[config.mk]
export PLATFORM = sky130hd
export DESIGN_NAME = hazard_ctrl
export DESIGN_NICKNAME = d
export VERILOG_FILES = /design/src/rtl/hazard_ctrl.sv
export SDC_FILE = /design/constraint.sdc
export NUM_CORES = 1
export LEC_CHECK = 0
export BUFFER_PORTS_ARGS = -buffer_cell sky130_fd_sc_hd__buf_2
export CAP_MARGIN = 20
export CORE_UTILIZATION = 37
export DETAILED_ROUTE_END_ITERATION = 8
export PLACE_DENSITY = 0.9
export SYNTH_ARGS = -nofsm -noshare
export SYNTH_HDL_FRONTEND = slang
export SYNTH_SLANG_ARGS = --single-unit
[constraint.sdc]
create_clock -name clk -period 1.95 [get_ports clk]
set_input_delay 0.39 -clock clk [delete_from_list [all_inputs] [get_ports clk]]
set_output_delay 0.39 -clock clk [all_outputs]
set_load 0.02 [all_outputs]
[src/rtl/hazard_ctrl.sv]
// Pipeline hazard controller: load-use and HI/LO stalls, branch/jump flushes, mult/div busy tracking.
// Optional performance counters are built only when HAZ_STATS_EN is defined.
module hazard_ctrl #(
  parameter int MUL_CYCLES = 4,
  parameter int DIV_CYCLES = 32
) (
  input  logic        clk,
  input  logic        rst,
  input  logic [4:0]  ID_rs,
  input  logic [4:0]  ID_rt,
  input  logic        ID_use_rs,
  input  logic        ID_use_rt,
  input  logic        ID_use_hilo,
  input  logic        ID_jump,
  input  logic        EX_MemRead,
  input  logic [4:0]  EX_rt,
  input  logic        EX_branch_taken,
  input  logic        EX_md_start,
  input  logic        EX_md_div,
  output logic        Stall_IF,
  output logic        Stall_ID,
  output logic        Flush_IF,
  output logic        Flush_ID,
  output logic        md_busy,
  output logic        md_done,
  output logic [31:0] stall_cnt,
  output logic [31:0] flush_cnt
);

  typedef enum logic {
    MD_IDLE,
    MD_BUSY
  } md_state_e;

  localparam logic [5:0] MUL_LOAD = 6'(MUL_CYCLES);
  localparam logic [5:0] DIV_LOAD = 6'(DIV_CYCLES);

  md_state_e  state_q, state_d;
  logic [5:0] cnt_q, cnt_d;
  logic       load_use;
  logic       hilo_haz;

  // NOTE: state registers use non-blocking assignments so every flop samples pre-edge values.
  always_ff @(posedge clk or posedge rst) begin
    if (rst) begin
      state_q <= MD_IDLE;
      cnt_q   <= '0;
    end else begin
      state_q <= state_d;
      cnt_q   <= cnt_d;
    end
  end

  // A start while busy is ignored; a taken branch never aborts the unit.
  always_comb begin
    state_d = state_q;
    cnt_d   = cnt_q;
    if (state_q == MD_IDLE) begin
      if (EX_md_start) begin
        state_d = MD_BUSY;
        cnt_d   = EX_md_div ? DIV_LOAD : MUL_LOAD;
      end
    end else begin
      cnt_d = cnt_q - 6'd1;
      if (cnt_q == 6'd1) state_d = MD_IDLE;
    end
  end

  assign md_busy = (state_q == MD_BUSY);
  assign md_done = md_busy && (cnt_q == 6'd1);

  assign load_use = EX_MemRead && (EX_rt != 5'd0) &&
                    ((ID_use_rs && (ID_rs == EX_rt)) || (ID_use_rt && (ID_rt == EX_rt)));
  assign hilo_haz = md_busy && (ID_use_hilo || EX_md_start);

  // NOTE: every output gets a default before the priority chain so no latch is inferred.
  always_comb begin
    Stall_IF = 1'b0;
    Stall_ID = 1'b0;
    Flush_IF = 1'b0;
    Flush_ID = 1'b0;
    if (EX_branch_taken) begin
      Flush_IF = 1'b1;
      Flush_ID = 1'b1;
    end else if (load_use || hilo_haz) begin
      Stall_IF = 1'b1;
      Stall_ID = 1'b1;
      Flush_ID = 1'b1;
    end else if (ID_jump) begin
      Flush_IF = 1'b1;
    end
  end

`ifdef HAZ_STATS_EN
  logic [31:0] stall_cnt_q;
  logic [31:0] flush_cnt_q;

  // Counters wrap naturally at 2^32.
  always_ff @(posedge clk or posedge rst) begin
    if (rst) begin
      stall_cnt_q <= '0;
      flush_cnt_q <= '0;
    end else begin
      if (Stall_ID) stall_cnt_q <= stall_cnt_q + 32'd1;
      if (Flush_IF) flush_cnt_q <= flush_cnt_q + 32'd1;
    end
  end

  assign stall_cnt = stall_cnt_q;
  assign flush_cnt = flush_cnt_q;
`else
  assign stall_cnt = 32'd0;
  assign flush_cnt = 32'd0;
`endif

endmodule
==> report_table.html, run 1 <==
<table>
<tr><th>Metric</th><th>Value</th></tr>
<tr><th colspan="2">CTS</th></tr>
<tr><td>CTS tree</td><td>done</td></tr>
<tr><td>Clock latency of the later-clocked register in the worst-skew pair</td><td>0.25 ns</td></tr>
<tr><td>Clock tree root buffer cell</td><td>sky130_fd_sc_hd__clkbuf_4</td></tr>
<tr><td>H-tree depth</td><td>1</td></tr>
<tr><td>Number of CTS-inserted buffers</td><td>3</td></tr>
<tr><td># clock sinks</td><td>7</td></tr>
<tr><td>Clock-pin slew reported for the worst setup and hold paths after clock tree synthesis</td><td>0.06 ns</td></tr>
<tr><td>Maximum clock path buffer count</td><td>2</td></tr>
<tr><th colspan="2">Drt</th></tr>
<tr><td>Avg Vias per Cell</td><td>3.98</td></tr>
<tr><td>Drt initial violations</td><td>19</td></tr>
<tr><td>Count of vias placed by the detailed router</td><td>776</td></tr>
<tr><td>Count of TritonRoute iterations in the first routing pass</td><td>5</td></tr>
<tr><td>Antenna Nets Post-Route</td><td>0</td></tr>
<tr><td>Detailed route wirelength on metal2</td><td>1080 um</td></tr>
<tr><td>Routed len/inst</td><td>9.77 um</td></tr>
<tr><td>Total met3 wirelength after detailed routing</td><td>155 um</td></tr>
<tr><td>Met1 Wirelength</td><td>650 um</td></tr>
<tr><td>DR DRC count</td><td>0</td></tr>
<tr><td>Top Metal Used</td><td>met4</td></tr>
<tr><td>Detailed-route wire length</td><td>1910 um</td></tr>
<tr><th colspan="2">Setup path</th></tr>
<tr><td>Critical Path Sink</td><td>Flush_IF</td></tr>
<tr><td>Crit path required time</td><td>1.56 ns</td></tr>
<tr><td>Worst reg2reg setup slack</td><td>0.65 ns</td></tr>
<tr><td>Crit path kind</td><td>input pin to output pin</td></tr>
<tr><td>Startpoint types</td><td>input pin</td></tr>
<tr><td>CP Max Fanout</td><td>3</td></tr>
<tr><td>Crit. End Element</td><td>output pin</td></tr>
<tr><td>Critical path arrival</td><td>1.60 ns</td></tr>
<tr><td>Launching instance or port of the critical path</td><td>EX_rt[4]</td></tr>
<tr><td>Startpoint of the lowest-slack register-to-register path</td><td>cnt_q[4]$_DFFE_PP0P_</td></tr>
<tr><td>Capturing point of the worst reg2reg path</td><td>cnt_q[5]$_DFFE_PP0P_</td></tr>
<tr><td>Cell depth of the worst flop-to-flop path</td><td>4</td></tr>
<tr><th colspan="2">STA</th></tr>
<tr><td>Worst max-slew margin expressed relative to the limit</td><td>0.618</td></tr>
<tr><td>Highest achievable clock rate</td><td>502 MHz</td></tr>
<tr><td>Final hold viol count</td><td>0</td></tr>
<tr><td>Final sum of negative setup slack</td><td>-0.0421 ns</td></tr>
<tr><td>Final period utilization</td><td>1.02</td></tr>
<tr><td>Setup WS post-layout</td><td>-0.0421 ns</td></tr>
<tr><td>Setup skew after layout</td><td>0.00240 ns</td></tr>
<tr><td>Number of pins with negative max-slew slack in the final report</td><td>0</td></tr>
<tr><td>RSZ-0062 raised after global routing</td><td>true</td></tr>
<tr><td>Final setup vio count</td><td>1</td></tr>
<tr><td>Transition time at the pin with the least slew margin</td><td>0.567 ns</td></tr>
<tr><td>Fin crit period</td><td>1.99 ns</td></tr>
<tr><th colspan="2">Global routing</th></tr>
<tr><td>First-pass GRT wire length</td><td>2540 um</td></tr>
<tr><td>Largest net degree at the start of global routing</td><td>15</td></tr>
<tr><td>Number of antenna violations at the first check in global routing</td><td>0</td></tr>
<tr><td>Grt total ovfl</td><td>0</td></tr>
<tr><td>All-layer global routing usage</td><td>0.120</td></tr>
<tr><td>Via count of the first global-routing pass</td><td>575</td></tr>
<tr><th colspan="2">Pwr</th></tr>
<tr><td>Leakage power summed over all cells</td><td>0.613 nW</td></tr>
<tr><td>Largest vdd supply drop</td><td>0.518 mV</td></tr>
<tr><td>Clock Power Share</td><td>0.138</td></tr>
<tr><td>Power per cell area</td><td>900 mW/mm^2</td></tr>
<tr><td>Sw Pwr</td><td>0.000476 W</td></tr>
<tr><td>Net switching fraction of the power</td><td>0.481</td></tr>
<tr><td>Combinational Power Share</td><td>0.581</td></tr>
<tr><td>Internal power</td><td>0.000513 W</td></tr>
<tr><td>Sequential fraction of design power</td><td>0.281</td></tr>
<tr><th colspan="2">Synthesis</th></tr>
<tr><td>Average instance area after synthesis</td><td>7.99 sq um</td></tr>
<tr><td>Mapped Area</td><td>0.00104 sq mm</td></tr>
<tr><td>Distinct cell type count after synthesis</td><td>32</td></tr>
<tr><td>Post-Synthesis Cells</td><td>130</td></tr>
<tr><td>Yosys warning total</td><td>0</td></tr>
<tr><td>Area fraction of the dominant cell type after synthesis</td><td>0.470</td></tr>
<tr><td>Top cells by area, synth</td><td>sky130_fd_sc_hd__buf_4, sky130_fd_sc_hd__dfrtp_1, sky130_fd_sc_hd__xor2_1</td></tr>
<tr><td>Part of the Yosys area used for sequential elements</td><td>0.169</td></tr>
<tr><td>Post-synthesis register bit count</td><td>7</td></tr>
<tr><td>Most area-hungry cell type in the Yosys netlist</td><td>sky130_fd_sc_hd__buf_4</td></tr>
<tr><th colspan="2">Outcome</th></tr>
<tr><td>Result of the run</td><td>finished with violations</td></tr>
<tr><td>Failing checks</td><td>setup timing</td></tr>
<tr><th colspan="2">Cells and area</th></tr>
<tr><td>Number of diodes</td><td>0</td></tr>
<tr><td>Final standard cell count with taps included and fillers excluded</td><td>195</td></tr>
<tr><td>Layout Nets</td><td>193</td></tr>
<tr><td>Area added between synthesis and finish</td><td>5.90%</td></tr>
<tr><td>Share of final-layout standard cells stronger than drive strength 1</td><td>0.273</td></tr>
<tr><th colspan="2">Floorplanning</th></tr>
<tr><td>Horizontal die dimension</td><td>55.0 um</td></tr>
<tr><td>Y dimension of the die</td><td>55.0 um</td></tr>
<tr><td>Floorplan Core Area</td><td>0.00257 sq mm</td></tr>
<tr><td>IO Count</td><td>95</td></tr>
<tr><td>Die footprint</td><td>0.00302 sq mm</td></tr>
<tr><td>Initial core utilization</td><td>0.404</td></tr>
<tr><td>Floorplan row count</td><td>18</td></tr>
<tr><th colspan="2">Place</th></tr>
<tr><td>HPWL after DPL</td><td>1390 um</td></tr>
<tr><td>Final weighted congestion in routability-driven placement</td><td>0.767</td></tr>
<tr><td>Inst Count DP</td><td>189</td></tr>
<tr><td>Port-buffer cells</td><td>30</td></tr>
<tr><th colspan="2">Worst hold path</th></tr>
<tr><td>Tightest Hold Check Type</td><td>input pin to asynchronous set/reset pin</td></tr>
<tr><th colspan="2">Run</th></tr>
<tr><td>Number of violations of the max-capacitance limit</td><td>0</td></tr>
</table>
cell type report:
type,count,area (sq um)
flip-flops and latches,7,175
well taps,30,37.5
inverters,4,15.0
clock buffers,4,26.3
fillers,265,1470
repair buffers,34,221
multi-input cells,116,624
cells in the final DEF (no fill, tap or decap), types with 2 or more instances in the layout:
cell,synthesis,routed
sky130_fd_sc_hd__a21o_1,2,2
sky130_fd_sc_hd__a21oi_1,2,2
sky130_fd_sc_hd__buf_2,0,24
sky130_fd_sc_hd__buf_4,65,4
sky130_fd_sc_hd__buf_6,0,5
sky130_fd_sc_hd__clkbuf_4,0,3
sky130_fd_sc_hd__conb_1,1,64
sky130_fd_sc_hd__dfrtp_1,7,7
sky130_fd_sc_hd__ha_1,2,2
sky130_fd_sc_hd__inv_1,4,4
sky130_fd_sc_hd__nand2_1,4,4
sky130_fd_sc_hd__nor2_1,6,5
sky130_fd_sc_hd__o21ai_0,5,4
sky130_fd_sc_hd__xnor2_1,2,2
sky130_fd_sc_hd__xor2_1,8,8
cells in the mapped netlist:
library cell	instances
sky130_fd_sc_hd__o22ai_1	1
sky130_fd_sc_hd__clkbuf_1	1
sky130_fd_sc_hd__buf_4	65
sky130_fd_sc_hd__nor2_1	6
sky130_fd_sc_hd__and2_0	1
sky130_fd_sc_hd__or4_4	1
sky130_fd_sc_hd__o31ai_1	1
sky130_fd_sc_hd__a21oi_1	2
sky130_fd_sc_hd__nor3_1	2
sky130_fd_sc_hd__o21ai_2	1
sky130_fd_sc_hd__conb_1	1
sky130_fd_sc_hd__a21o_1	2
sky130_fd_sc_hd__a32oi_1	1
sky130_fd_sc_hd__o31a_1	1
sky130_fd_sc_hd__dfrtp_1	7
sky130_fd_sc_hd__a311o_1	1
sky130_fd_sc_hd__a221o_1	1
sky130_fd_sc_hd__and2_1	1
sky130_fd_sc_hd__and3_1	1
sky130_fd_sc_hd__xnor2_1	2
sky130_fd_sc_hd__nor4_1	2
sky130_fd_sc_hd__ha_1	2
sky130_fd_sc_hd__nand3_1	1
sky130_fd_sc_hd__a311oi_1	1
sky130_fd_sc_hd__nand2_1	4
sky130_fd_sc_hd__a21boi_0	1
sky130_fd_sc_hd__nor2b_1	1
sky130_fd_sc_hd__inv_1	4
sky130_fd_sc_hd__nand2b_1	1
sky130_fd_sc_hd__o21ai_0	5
sky130_fd_sc_hd__or2_2	1
sky130_fd_sc_hd__xor2_1	8
repair_timing:
action,CTS,global route
resized for setup,11,8
cloned,0,0
hold buffers,0,0
endpoints found under the setup margin,4,5
pin swaps,6,6
buffers inserted,2,0
worst min-delay path by stage:
stage	start	endpoint	slack [ns]	cells past startpoint
2_1_floorplan	rst	cnt_q[0]$_DFFE_PP0P_	0.19	1
3_3_place_gp	rst	cnt_q[3]$_DFFE_PP0P_	0.33	2
3_5_place_dp	rst	cnt_q[3]$_DFFE_PP0P_	0.33	2
4_1_cts	rst	cnt_q[0]$_DFFE_PP0P_	0.06	2
5_1_grt	rst	cnt_q[3]$_DFFE_PP0P_	0.07	2
6_report	rst	cnt_q[3]$_DFFE_PP0P_	0.06	2
metal layers:
layer,vias up,track usage
li1,369,-
met1,354,0.149
met2,51,0.195
met3,2,0.0219
met4,0,0.0625
met5,-,0
power groups by stage:
stage          clock [W]  sequential, W  combinational [W]
2_1_floorplan          0       0.000271           0.000505
3_3_place_gp           0       0.000268           0.000513
3_5_place_dp           0       0.000270           0.000529
4_1_cts         0.000141       0.000269           0.000552
5_1_grt         0.000151       0.000289           0.000663
6_report        0.000137       0.000278           0.000575
cells by family after synthesis:
family	after synthesis	synth area share
AO/OA/AOI/OAI	18	0.122
XOR/XNOR	10	0.0843
adder cells (fa/ha/maj)	2	0.0241
buffers and inverters	70	0.488
flip-flops	7	0.169
other	1	0.00361
AND/OR/NAND/NOR	22	0.110
metrics by stage:
stage / cell area [sq um] / hold WS, ns / total power, W / utilization / worst slack [ns]
CTS: 1060 / 0.0592 / 0.000962 / 0.414 / -0.0295
finish: 1100 / 0.0644 / 0.000990 / 0.428 / -0.0421
global route: 1100 / 0.0678 / 0.00110 / 0.428 / -0.0830
global placement: 992 / 0.333 / 0.000781 / 0.386 / -0.0401
detailed placement: 992 / 0.334 / 0.000798 / 0.386 / -0.0537
floorplan: 1280 / 0.193 / 0.000777 / - / 0.0941
state kept, by name, summed over array words and instances, names as in the netlist:
| signal | flops |
|---|---|
| md_busy | 1 |
| cnt_q | 6 |
critical path: stages:
cell and delay, ns:
sky130_fd_sc_hd__buf_8 0.10, sky130_fd_sc_hd__or4_4 0.54, sky130_fd_sc_hd__o21ai_4 0.15, sky130_fd_sc_hd__and3_1 0.16
sky130_fd_sc_hd__a311o_1 0.13, sky130_fd_sc_hd__buf_6 0.13
No activity file was read; power rests on OpenSTA's default activity.
==> run 2: changes to the inputs <==
--- a/config.mk
+++ b/config.mk
@@ -7,9 +7,10 @@
 export LEC_CHECK = 0
 export BUFFER_PORTS_ARGS = -buffer_cell sky130_fd_sc_hd__buf_2
 export CAP_MARGIN = 20
-export CORE_UTILIZATION = 37
+export CORE_UTILIZATION = 38
+export CTS_BUF_LIST = sky130_fd_sc_hd__clkbuf_8
 export DETAILED_ROUTE_END_ITERATION = 8
-export PLACE_DENSITY = 0.9
+export PLACE_DENSITY = 0.92
 export SYNTH_ARGS = -nofsm -noshare
 export SYNTH_HDL_FRONTEND = slang
 export SYNTH_SLANG_ARGS = --single-unit
==> constraint.sdc (replaced) <==
create_clock -name clk -period 1.95 [get_ports clk]
set_input_delay 0.2925 -clock clk [delete_from_list [all_inputs] [get_ports clk]]
set_output_delay 0.2925 -clock clk [all_outputs]
set_load 0.02 [all_outputs]
==> run 2 against run 1 <==
The flow finishes with violations (hold timing). Sequential cell count is the same. Clock skew shrank 0.0011 ns. Combinational power shrank 7.8%. Register-to-register slack lost 0.09 ns. Clock-buffer cell count shrank 1. Fmax grew 6.5%. Die area shrank 2.5%. Worst hold slack lost 0.076 ns. Utilization shrank 2.0 points. Clock power grew 44%. Non-clock buffer count shrank 3. Largest cell class unchanged.
==> report_table.html, run 2 (synthesis results as in run 1) <==
<table>
<tr><th>Metric</th><th>Value</th></tr>
<tr><th colspan="2">Drt</th></tr>
<tr><td>Count of vias placed by the detailed router</td><td>747</td></tr>
<tr><td>Detailed-route wire length</td><td>1720 um</td></tr>
<tr><td>Count of TritonRoute iterations in the first routing pass</td><td>2</td></tr>
<tr><td>Drt initial violations</td><td>4</td></tr>
<tr><td>Routed len/inst</td><td>8.96 um</td></tr>
<tr><td>Avg Vias per Cell</td><td>3.89</td></tr>
<tr><td>Antenna Nets Post-Route</td><td>0</td></tr>
<tr><td>DR DRC count</td><td>0</td></tr>
<tr><th colspan="2">Setup path</th></tr>
<tr><td>CP Max Fanout</td><td>3</td></tr>
<tr><td>Crit path kind</td><td>input pin to output pin</td></tr>
<tr><td>Cell class contributing the biggest share of worst-path delay</td><td>compound AO/OA/AOI/OAI gates</td></tr>
<tr><td>CP bufs+invs</td><td>2</td></tr>
<tr><td>Worst reg2reg setup slack</td><td>0.56 ns</td></tr>
<tr><td>Cell depth of the worst flop-to-flop path</td><td>4</td></tr>
<tr><td>Startpoint of the lowest-slack register-to-register path</td><td>cnt_q[2]$_DFFE_PP0P_</td></tr>
<tr><td>Critical path, cell by cell</td><td>buf_2 -&gt; xor2_1 -&gt; nor4_2 -&gt; a32oi_1 -&gt; a311o_1 -&gt; buf_2</td></tr>
<tr><td>Crit. End Element</td><td>output pin</td></tr>
<tr><td>Crit path required time</td><td>1.66 ns</td></tr>
<tr><td>Capturing point of the worst reg2reg path</td><td>cnt_q[5]$_DFFE_PP0P_</td></tr>
<tr><td>Critical path arrival</td><td>1.58 ns</td></tr>
<tr><td>Startpoint types</td><td>input pin</td></tr>
<tr><td>CP max stage cell</td><td>sky130_fd_sc_hd__a311o_1</td></tr>
<tr><td>Delay of the slowest cell on the worst path</td><td>0.35 ns</td></tr>
<tr><td>Most common cell on crit path</td><td>sky130_fd_sc_hd__buf_2</td></tr>
<tr><th colspan="2">STA</th></tr>
<tr><td>Final hold viol count</td><td>7</td></tr>
<tr><td>Highest achievable clock rate</td><td>535 MHz</td></tr>
<tr><td>Fin crit period</td><td>1.87 ns</td></tr>
<tr><td>Setup skew after layout</td><td>0.00130 ns</td></tr>
<tr><td>Number of pins with negative max-slew slack in the final report</td><td>0</td></tr>
<tr><td>Final period utilization</td><td>0.959</td></tr>
<tr><td>Setup WS post-layout</td><td>0.0796 ns</td></tr>
<tr><td>Final setup vio count</td><td>0</td></tr>
<tr><td>Final-layout worst hold slack</td><td>-0.0120 ns</td></tr>
<tr><th colspan="2">Cells and area</th></tr>
<tr><td>Fill cell count</td><td>262</td></tr>
<tr><td>Multi-input gate area in the final layout</td><td>599 sq um</td></tr>
<tr><td>Register with the most flip-flops</td><td>cnt_q</td></tr>
<tr><td>Final standard cell count with taps included and fillers excluded</td><td>192</td></tr>
<tr><td>Share of final-layout standard cells stronger than drive strength 1</td><td>0.235</td></tr>
<tr><td>Area added between synthesis and finish</td><td>-0.843%</td></tr>
<tr><td>Commonest cells after routing, fill and taps aside</td><td>sky130_fd_sc_hd__conb_1, sky130_fd_sc_hd__buf_2, sky130_fd_sc_hd__xor2_1</td></tr>
<tr><td>Layout Nets</td><td>190</td></tr>
<tr><td>Fraction of the core area covered by cells at the end of the flow</td><td>0.408</td></tr>
<tr><td>Max reg flops</td><td>6</td></tr>
<tr><td>Most common library cell in the layout ignoring fill and taps</td><td>sky130_fd_sc_hd__conb_1</td></tr>
<tr><td>Area taken by flip-flops and latches</td><td>175 sq um</td></tr>
<tr><td>Number of diodes</td><td>0</td></tr>
<tr><th colspan="2">CTS</th></tr>
<tr><td>Clock tree root buffer cell</td><td>sky130_fd_sc_hd__clkbuf_8</td></tr>
<tr><td># hold bufs at CTS</td><td>0</td></tr>
<tr><td>Number of cells upsized or downsized after cts</td><td>0</td></tr>
<tr><td>Post-CTS Setup Repair Bufs</td><td>0</td></tr>
<tr><td>CTS tree</td><td>done</td></tr>
<tr><td>Maximum clock path buffer count</td><td>2</td></tr>
<tr><td>Number of CTS-inserted buffers</td><td>3</td></tr>
<tr><td>Clock latency of the later-clocked register in the worst-skew pair</td><td>0.23 ns</td></tr>
<tr><td>H-tree depth</td><td>1</td></tr>
<tr><td># clock sinks</td><td>7</td></tr>
<tr><td>Clock-pin slew reported for the worst setup and hold paths after clock tree synthesis</td><td>0.04 ns</td></tr>
<tr><th colspan="2">Place</th></tr>
<tr><td>Inst Count DP</td><td>188</td></tr>
<tr><td>Port-buffer cells</td><td>30</td></tr>
<tr><td>Worst-case setup slack after placement</td><td>0.0899 ns</td></tr>
<tr><td>HPWL after DPL</td><td>1410 um</td></tr>
<tr><td>Final weighted congestion in routability-driven placement</td><td>0.890</td></tr>
<tr><th colspan="2">Worst hold path</th></tr>
<tr><td>Tightest Hold Check Type</td><td>input pin to asynchronous set/reset pin</td></tr>
<tr><th colspan="2">Floorplanning</th></tr>
<tr><td>Floorplan row count</td><td>18</td></tr>
<tr><td>Y dimension of the die</td><td>54.3 um</td></tr>
<tr><td>Initial core utilization</td><td>0.412</td></tr>
<tr><td>IO Count</td><td>95</td></tr>
<tr><td>Floorplan Core Area</td><td>0.00252 sq mm</td></tr>
<tr><td>Die footprint</td><td>0.00295 sq mm</td></tr>
<tr><td>Horizontal die dimension</td><td>54.3 um</td></tr>
<tr><th colspan="2">Run</th></tr>
<tr><td>Number of violations of the max-capacitance limit</td><td>0</td></tr>
<tr><th colspan="2">Pwr</th></tr>
<tr><td>Leakage power summed over all cells</td><td>0.593 nW</td></tr>
<tr><td>Largest vdd supply drop</td><td>0.399 mV</td></tr>
<tr><td>Overall Power</td><td>0.000998 W</td></tr>
<tr><td>Power per cell area</td><td>969 mW/mm^2</td></tr>
<tr><th colspan="2">Outcome</th></tr>
<tr><td>Failing checks</td><td>hold timing</td></tr>
<tr><td>Result of the run</td><td>finished with violations</td></tr>
<tr><th colspan="2">Global routing</th></tr>
<tr><td>Grt total ovfl</td><td>0</td></tr>
<tr><td>Number of antenna violations at the first check in global routing</td><td>0</td></tr>
<tr><td>Via count of the first global-routing pass</td><td>552</td></tr>
<tr><td>All-layer global routing usage</td><td>0.108</td></tr>
<tr><td>First-pass GRT wire length</td><td>2240 um</td></tr>
<tr><td>Largest net degree at the start of global routing</td><td>15</td></tr>
</table>
[run 2: cell count changes in the layout (fill, tap and decap cells not counted), sizes merged]
| cell | before | now |
|---|---|---|
| inv | 4 | 5 |
| buf | 34 | 31 |
| clkbuf | 4 | 3 |
[run 2: final cells by class]
cell class                 instances  share of cell area
timing repair buffer              31               0.153
clock inverter                     1             0.00365
multi-input combinational        116               0.582
inverter                           4              0.0146
sequential                         7               0.170
clock buffer                       3              0.0401
tap                               30              0.0365
[run 2: where the power goes]
part | total (W) | internal [W] | switching (W) | leakage (nW)
Sequential | 0.000271 | 0.000217 | 0.0000537 | 0.0814
Combinational | 0.000530 | 0.000189 | 0.000341 | 0.484
Clock | 0.000197 | 0.000136 | 0.0000611 | 0.0269
Total | 0.000998 | 0.000542 | 0.000455 | 0.593
[run 2: how the worst max path moves through the flow]
stage                  start        to  cells after the start
finish              EX_rt[3]  Flush_IF                      6
global route        EX_rt[3]  Flush_IF                      6
CTS                 EX_rt[3]  Flush_IF                      6
detailed placement  EX_rt[3]  Flush_IF                      6
global placement    EX_rt[3]  Flush_IF                      6
floorplan           EX_rt[3]  Stall_IF                      5
[run 2: stage by stage]
| step | instance area [sq um] | hold slack (ns) | setup TNS (ns) |
|---|---|---|---|
| after floorplan | 1270 | 0.0959 | 0 |
| after global placement | 978 | 0.227 | 0 |
| after detailed placement | 978 | 0.239 | 0 |
| after CTS | 1020 | 0.00199 | 0 |
| after global routing | 1030 | 0.0119 | -0.0106 |
| final | 1030 | -0.0120 | 0 |
[run 2: routing by layer]
layer | part of all wire | track usage | vias to the layer above | wire [um]
met5 | 0 | 0 | - | 0
met4 | 0.016 | 0.0641 | 0 | 27
met3 | 0.076 | 0.0333 | 2 | 130
met2 | 0.56 | 0.181 | 46 | 969
met1 | 0.35 | 0.120 | 337 | 594
li1 | - | - | 362 | -
